### src/rtl/uarttx_fifo_if.sv
// Handshake bundle between the console write decode, uarttx_fifo and uarttx.
// master = system side (writer + uarttx), slave = the FIFO itself.
interface uarttx_fifo_if #(
  parameter int DepthBitWidth = 4
);
  logic                   wr_en;
  logic [7:0]             wr_data;
  logic                   full;
  logic                   empty;
  logic [DepthBitWidth:0] level;
  logic [7:0]             tx_data;
  logic                   tx_go;
  logic                   tx_bsy;
  logic [7:0]             drop_count;

  modport master (
    output wr_en, wr_data, tx_bsy,
    input  full, empty, level, tx_data, tx_go, drop_count
  );

  modport slave (
    input  wr_en, wr_data, tx_bsy,
    output full, empty, level, tx_data, tx_go, drop_count
  );
endinterface

### src/rtl/uarttx_fifo.sv
// Byte FIFO feeding uarttx through its go/bsy handshake, draining one byte per send.
// Optional UARTTX_FIFO_DROP_COUNT_EN builds a saturating counter of writes dropped while full.
module uarttx_fifo #(
  parameter int DepthBitWidth = 4
) (
  input  logic         clk,
  input  logic         rst_n,
  uarttx_fifo_if.slave bus
);

  localparam int                     Depth    = 1 << DepthBitWidth;
  localparam logic [DepthBitWidth:0] DepthVal = (DepthBitWidth + 1)'(Depth);
  localparam logic [DepthBitWidth:0] PtrOne   = (DepthBitWidth + 1)'(1);

  typedef enum logic [1:0] {
    IDLE,
    WAIT_BSY,
    WAIT_DONE,
    GAP
  } state_e;

  logic [7:0]             mem [Depth];
  logic [DepthBitWidth:0] wr_ptr_q, wr_ptr_d;
  logic [DepthBitWidth:0] rd_ptr_q, rd_ptr_d;
  state_e                 state_q, state_d;
  logic                   tx_go_q, tx_go_d;
  logic [7:0]             tx_data_q, tx_data_d;

  logic [DepthBitWidth:0] level;
  logic                   full;
  logic                   empty;
  logic                   push;

  // Extra pointer bit distinguishes full from empty when the indices coincide.
  assign level = wr_ptr_q - rd_ptr_q;
  assign full  = (level == DepthVal);
  assign empty = (level == '0);
  assign push  = bus.wr_en && !full;

  always_ff @(posedge clk) begin
    if (push) begin
      mem[wr_ptr_q[DepthBitWidth-1:0]] <= bus.wr_data;
    end
  end

  always_comb begin
    wr_ptr_d  = wr_ptr_q;
    rd_ptr_d  = rd_ptr_q;
    state_d   = state_q;
    tx_go_d   = tx_go_q;
    tx_data_d = tx_data_q;

    if (push) begin
      wr_ptr_d = wr_ptr_q + PtrOne;
    end

    case (state_q)
      IDLE: begin
        if (!empty) begin
          tx_data_d = mem[rd_ptr_q[DepthBitWidth-1:0]];
          rd_ptr_d  = rd_ptr_q + PtrOne;
          tx_go_d   = 1'b1;
          state_d   = WAIT_BSY;
        end
      end
      WAIT_BSY: begin
        if (bus.tx_bsy) begin
          state_d = WAIT_DONE;
        end
      end
      WAIT_DONE: begin
        if (!bus.tx_bsy) begin
          tx_go_d   = 1'b0;
          tx_data_d = 8'h00;
          state_d   = GAP;
        end
      end
      // One cycle with go low so uarttx re-arms before the next byte.
      GAP:     state_d = IDLE;
      default: state_d = IDLE;
    endcase
  end

  always_ff @(posedge clk or negedge rst_n) begin
    if (!rst_n) begin
      wr_ptr_q  <= '0;
      rd_ptr_q  <= '0;
      state_q   <= IDLE;
      tx_go_q   <= 1'b0;
      tx_data_q <= 8'h00;
    end else begin
      wr_ptr_q  <= wr_ptr_d;
      rd_ptr_q  <= rd_ptr_d;
      state_q   <= state_d;
      tx_go_q   <= tx_go_d;
      tx_data_q <= tx_data_d;
    end
  end

  assign bus.full    = full;
  assign bus.empty   = empty;
  assign bus.level   = level;
  assign bus.tx_go   = tx_go_q;
  assign bus.tx_data = tx_data_q;

`ifdef UARTTX_FIFO_DROP_COUNT_EN
  logic [7:0] drop_count_q, drop_count_d;

  always_comb begin
    drop_count_d = drop_count_q;
    if (bus.wr_en && full && (drop_count_q != 8'hFF)) begin
      drop_count_d = drop_count_q + 8'd1;
    end
  end

  always_ff @(posedge clk or negedge rst_n) begin
    if (!rst_n) begin
      drop_count_q <= 8'h00;
    end else begin
      drop_count_q <= drop_count_d;
    end
  end

  assign bus.drop_count = drop_count_q;
`else
  assign bus.drop_count = 8'h00;
`endif

endmodule

### src/flat_wrapper.sv
// flat-port wrapper written by rule: the top's interface ports become plain ports
module uarttx_fifo_flat 
#(
  parameter int DepthBitWidth = 4
)
  (clk, rst_n, bus_wr_en, bus_wr_data, bus_tx_bsy, bus_full, bus_empty, bus_level, bus_tx_data, bus_tx_go, bus_drop_count);
  uarttx_fifo_if #(.DepthBitWidth(DepthBitWidth)) bus_i ();
  input  logic clk;
  input  logic rst_n;
  input wire logic [$bits(bus_i.wr_en)-1:0] bus_wr_en;
  input wire logic [$bits(bus_i.wr_data)-1:0] bus_wr_data;
  input wire logic [$bits(bus_i.tx_bsy)-1:0] bus_tx_bsy;
  output wire logic [$bits(bus_i.full)-1:0] bus_full;
  output wire logic [$bits(bus_i.empty)-1:0] bus_empty;
  output wire logic [$bits(bus_i.level)-1:0] bus_level;
  output wire logic [$bits(bus_i.tx_data)-1:0] bus_tx_data;
  output wire logic [$bits(bus_i.tx_go)-1:0] bus_tx_go;
  output wire logic [$bits(bus_i.drop_count)-1:0] bus_drop_count;
  assign bus_i.wr_en = bus_wr_en;
  assign bus_i.wr_data = bus_wr_data;
  assign bus_i.tx_bsy = bus_tx_bsy;
  assign bus_full = bus_i.full;
  assign bus_empty = bus_i.empty;
  assign bus_level = bus_i.level;
  assign bus_tx_data = bus_i.tx_data;
  assign bus_tx_go = bus_i.tx_go;
  assign bus_drop_count = bus_i.drop_count;
  uarttx_fifo #(.DepthBitWidth(DepthBitWidth)) u_core (.clk(clk), .rst_n(rst_n), .bus(bus_i));
endmodule
### config.mk
export PLATFORM = sky130hd
export DESIGN_NAME = uarttx_fifo_flat
export DESIGN_NICKNAME = d
export VERILOG_FILES = /design/src/rtl/uarttx_fifo_if.sv /design/src/rtl/uarttx_fifo.sv /design/src/flat_wrapper.sv
export SDC_FILE = /design/constraint.sdc
export NUM_CORES = 1
export LEC_CHECK = 0
export ABC_AREA = 1
export CORE_ASPECT_RATIO = 1.2
export CORE_UTILIZATION = 50
export CTS_BUF_LIST = sky130_fd_sc_hd__clkbuf_16
export DETAILED_ROUTE_END_ITERATION = 7
export PLACE_DENSITY = 0.68
export SLEW_MARGIN = 0
export SYNTH_ARGS = -nofsm -noshare
export SYNTH_HDL_FRONTEND = slang
export SYNTH_SLANG_ARGS = --single-unit
### constraint.sdc
create_clock -name clk -period 3.5 [get_ports clk]
set_clock_uncertainty 0.1 [all_clocks]
set_input_delay 0.7 -clock clk [delete_from_list [all_inputs] [get_ports clk]]
set_output_delay 0.7 -clock clk [all_outputs]
set_load 0.02 [all_outputs]
==> results.json <==
{
  "outcome": "finished clean",
  "hold_violations": 0,
  "die_w_microns": 110,
  "leakage_nw": 3.57,
  "dpl.hpwl_mm": 9.95,
  "grt_usage_pct": 23.1,
  "vias": 4836,
  "core-area_sq_mm": 0.0137,
  "cp-start-kind": "register",
  "fmaxAchievable_mhz": 301,
  "synth_top_family_by_area": "simple AND/OR/NAND/NOR gates",
  "worstSkewPairLatency_ns": 0.42,
  "path_common_cell": "inv_1",
  "synth_top_area_share_pct": 54.9,
  "clock_sinks": 149,
  "cp_data_arrival_time_ns": 2.52,
  "gp_congestion": 0.875,
  "period_share_pct": 94.9,
  "path_class": "reg2out",
  "synthSimpleGateAreaFrac_pct": 24.9,
  "grt_pass1_wl_mm": 24.3,
  "syn2layout_area_growth_pct": 13.6,
  "netlist_area_sq_mm": 0.00700,
  "root_buffer": "clkbuf_16",
  "synth_compound_area_share_pct": 0.572,
  "via_per_inst": 5.13,
  "cts.path.max_buffers": 2,
  "irDropWorstVdd_mv": 0.883,
  "rsz0062_at_grt": "no",
  "n_antenna_cell": 0,
  "clk_pin_slew_ns": 0.06,
  "drcViolationCount": 0,
  "io_buffers": 27,
  "synthTopCellsByArea": "edfxtp_1 55%, nand2_1 15%, dfrtp_1 7.5%, nand3_1 6.0%, inv_1 5.7%",
  "worst_path_max_delay_cell": "clkdlybuf4s50_1",
  "grt_overflow": 0,
  "ioPinCount": 36,
  "final.setup.worst_slack_ns": 0.180,
  "cts_buffers": 17,
  "synth_fa_ha_area_share_pct": 2.43,
  "preCtsSetupSlack_ns": 0.176,
  "grt_use_met1_pct": 30.7,
  "grt_busiest_layer": "met2",
  "grt_max_degree": 69,
  "wl_per_cell_microns": 16.5,
  "fin_total_pwr_mw": 6.92,
  "die-area_sq_mm": 0.0145,
  "holdCritPathClass": "reg2reg",
  "ys_types": 30,
  "nets": 783,
  "gr-usage-met2_pct": 36.0,
  "cp_slowest_stage_delay_ns": 0.64,
  "synth_warnings": 0,
  "ys_seq_area_share_pct": 62.4,
  "final_cell_mix": "281 x nand2_1, 128 x edfxtp_1, 107 x inv_1",
  "worstPathRequired_ns": 2.70,
  "crit_fanout": 5,
  "first_global_vias": 4689,
  "yosysTopAreaCell": "edfxtp_1",
  "dr.pass1.iters": 6,
  "initial_utilization_pct": 51.1,
  "power_density_mw_per_mm2": 869,
  "worst_pin_slew_ns": 1.10,
  "layout.cells.most_common": "nand2_1",
  "cts-htree-levels": 4,
  "yosys-mux-area-fraction_pct": 0,
  "globalRouteMet3Util_pct": 4.46,
  "synth-xor-area-share_pct": 0.876,
  "maxCapViolCount": 0,
  "drive_gt1_share_pct": 7.65,
  "synth_area_per_cell_sq_um": 9.54,
  "drtIter0Drc": 443,
  "critPathCaptureType": "primary output",
  "period_needed_ns": 3.32,
  "die_h_microns": 132,
  "setup_viol": 0,
  "finalMaxSlewViolations": 0,
  "crit_chain": "inv_1 -> ha_1 -> inv_1 -> fa_1 -> nand2_1 -> inv_1 -> nor2_1 -> clkdlybuf4s50_1",
  "syn_inst": 734,
  "tns_ns": 0,
  "antenna_found_initial": 0,
  "ant_nets": 0,
  "ys_ff_latch": 149,
  "rows": 47,
  "drt_wl_total_mm": 15.5,
  "cts_tree": "yes",
  "relSlewSlack_pct": 26.3
}
[repair_timing]
action / 4_1_cts / 5_1_grt
gates resized for setup: 2 / 5
setup endpoints to repair: 2 / 3
setup buffers: 0 / 0
hold buffers: 0 / 0
pin swaps: 0 / 0
[through the flow]
| stage | util (%) | instance area (sq um) | hold WS (ns) | instances |
|---|---|---|---|---|
| after floorplan | - | 7030 | 0.304 | 741 |
| after CTS | 58.1 | 7960 | 0.389 | 942 |
| after global routing | 58.0 | 7950 | 0.414 | 942 |
| after detailed placement | 53.7 | 7360 | 0.372 | 910 |
| final | 58.0 | 7950 | 0.384 | 942 |
| after global placement | 53.7 | 7360 | 0.365 | 910 |
[where the power goes]
| group | total, mW | internal, mW | leakage [nW] | switching [mW] |
|---|---|---|---|---|
| Sequential | 2.31 | 2.18 | 1.42 | 0.124 |
| Clock | 1.85 | 1.12 | 0.287 | 0.725 |
| Combinational | 2.76 | 0.891 | 1.86 | 1.87 |
[critical path: cells and delay by family (launching register included)]
family | cells | cell delay, ns
simple gates | 2 | 0.23
flops | 1 | 0.42
buf+inv | 4 | 0.89
fa+ha+maj | 2 | 0.57
[cells in the mapped netlist, drive strengths merged]
cell    count
fa          1
xor2        4
nand3b      1
clkinv      3
dfrtp      21
nand2     295
nand4       1
o21ai       5
buf        28
ha         12
nand3      85
xnor2       3
or2         1
inv       108
clkbuf      7
edfxtp    128
nor2       27
conb        1
a21oi       3
[routing by layer]
layer | vias to the layer above | routed length, microns
met2 | 179 | 7470
met1 | 2258 | 6700
met5 | - | 0
li1 | 2355 | -
met3 | 44 | 886
met4 | 0 | 462
[final cells by class]
| cell class | count | area, sq um |
|---|---|---|
| Tap cell | 171 | 214 |
| Inverter | 111 | 417 |
| Clock buffer | 17 | 425 |
| Timing Repair Buffer | 33 | 308 |
| Multi-Input combinational cell | 446 | 2040 |
| Fill cell | 1169 | 5750 |
| Sequential cell | 149 | 4370 |
| Clock inverter | 15 | 176 |
[flip-flops by register name, indices dropped and copies added (netlist names)]
signal and cells:
u_core.mem 128, u_core.bus.tx_data 8, u_core.rd_ptr_q 5, u_core.wr_ptr_q 5
u_core.state_q 2, u_core.bus.tx_go 1
[logic make-up after synthesis]
| kind of cell | count (synthesis) |
|---|---|
| other cells | 1 |
| buf+inv | 146 |
| fa+ha+maj | 13 |
| flops | 149 |
| xor+xnor | 7 |
| simple gates | 410 |
| compound gates | 8 |
[path summary, 6_finish.rpt]
check,startpoint,to,slack [ns],depth (start not counted)
hold reg to reg,u_core.bus.tx_data[1]$_DFFE_PN0P_,u_core.bus.tx_data[1]$_DFFE_PN0P_,0.38,2
setup / recovery,u_core.wr_ptr_q[0]$_DFFE_PN0P_,bus_level[2],0.18,8
max in group asynchronous,rst_n,u_core.rd_ptr_q[0]$_DFFE_PN0P_,1.88,1
hold / removal,u_core.bus.tx_data[1]$_DFFE_PN0P_,u_core.bus.tx_data[1]$_DFFE_PN0P_,0.38,2
min in group asynchronous,rst_n,u_core.bus.tx_data[1]$_DFFE_PN0P_,0.73,1
setup reg to reg,u_core.wr_ptr_q[0]$_DFFE_PN0P_,u_core.mem[13][7]$_DFFE_PP_,0.29,12
Note: power is estimated with default switching activity, not from simulation.
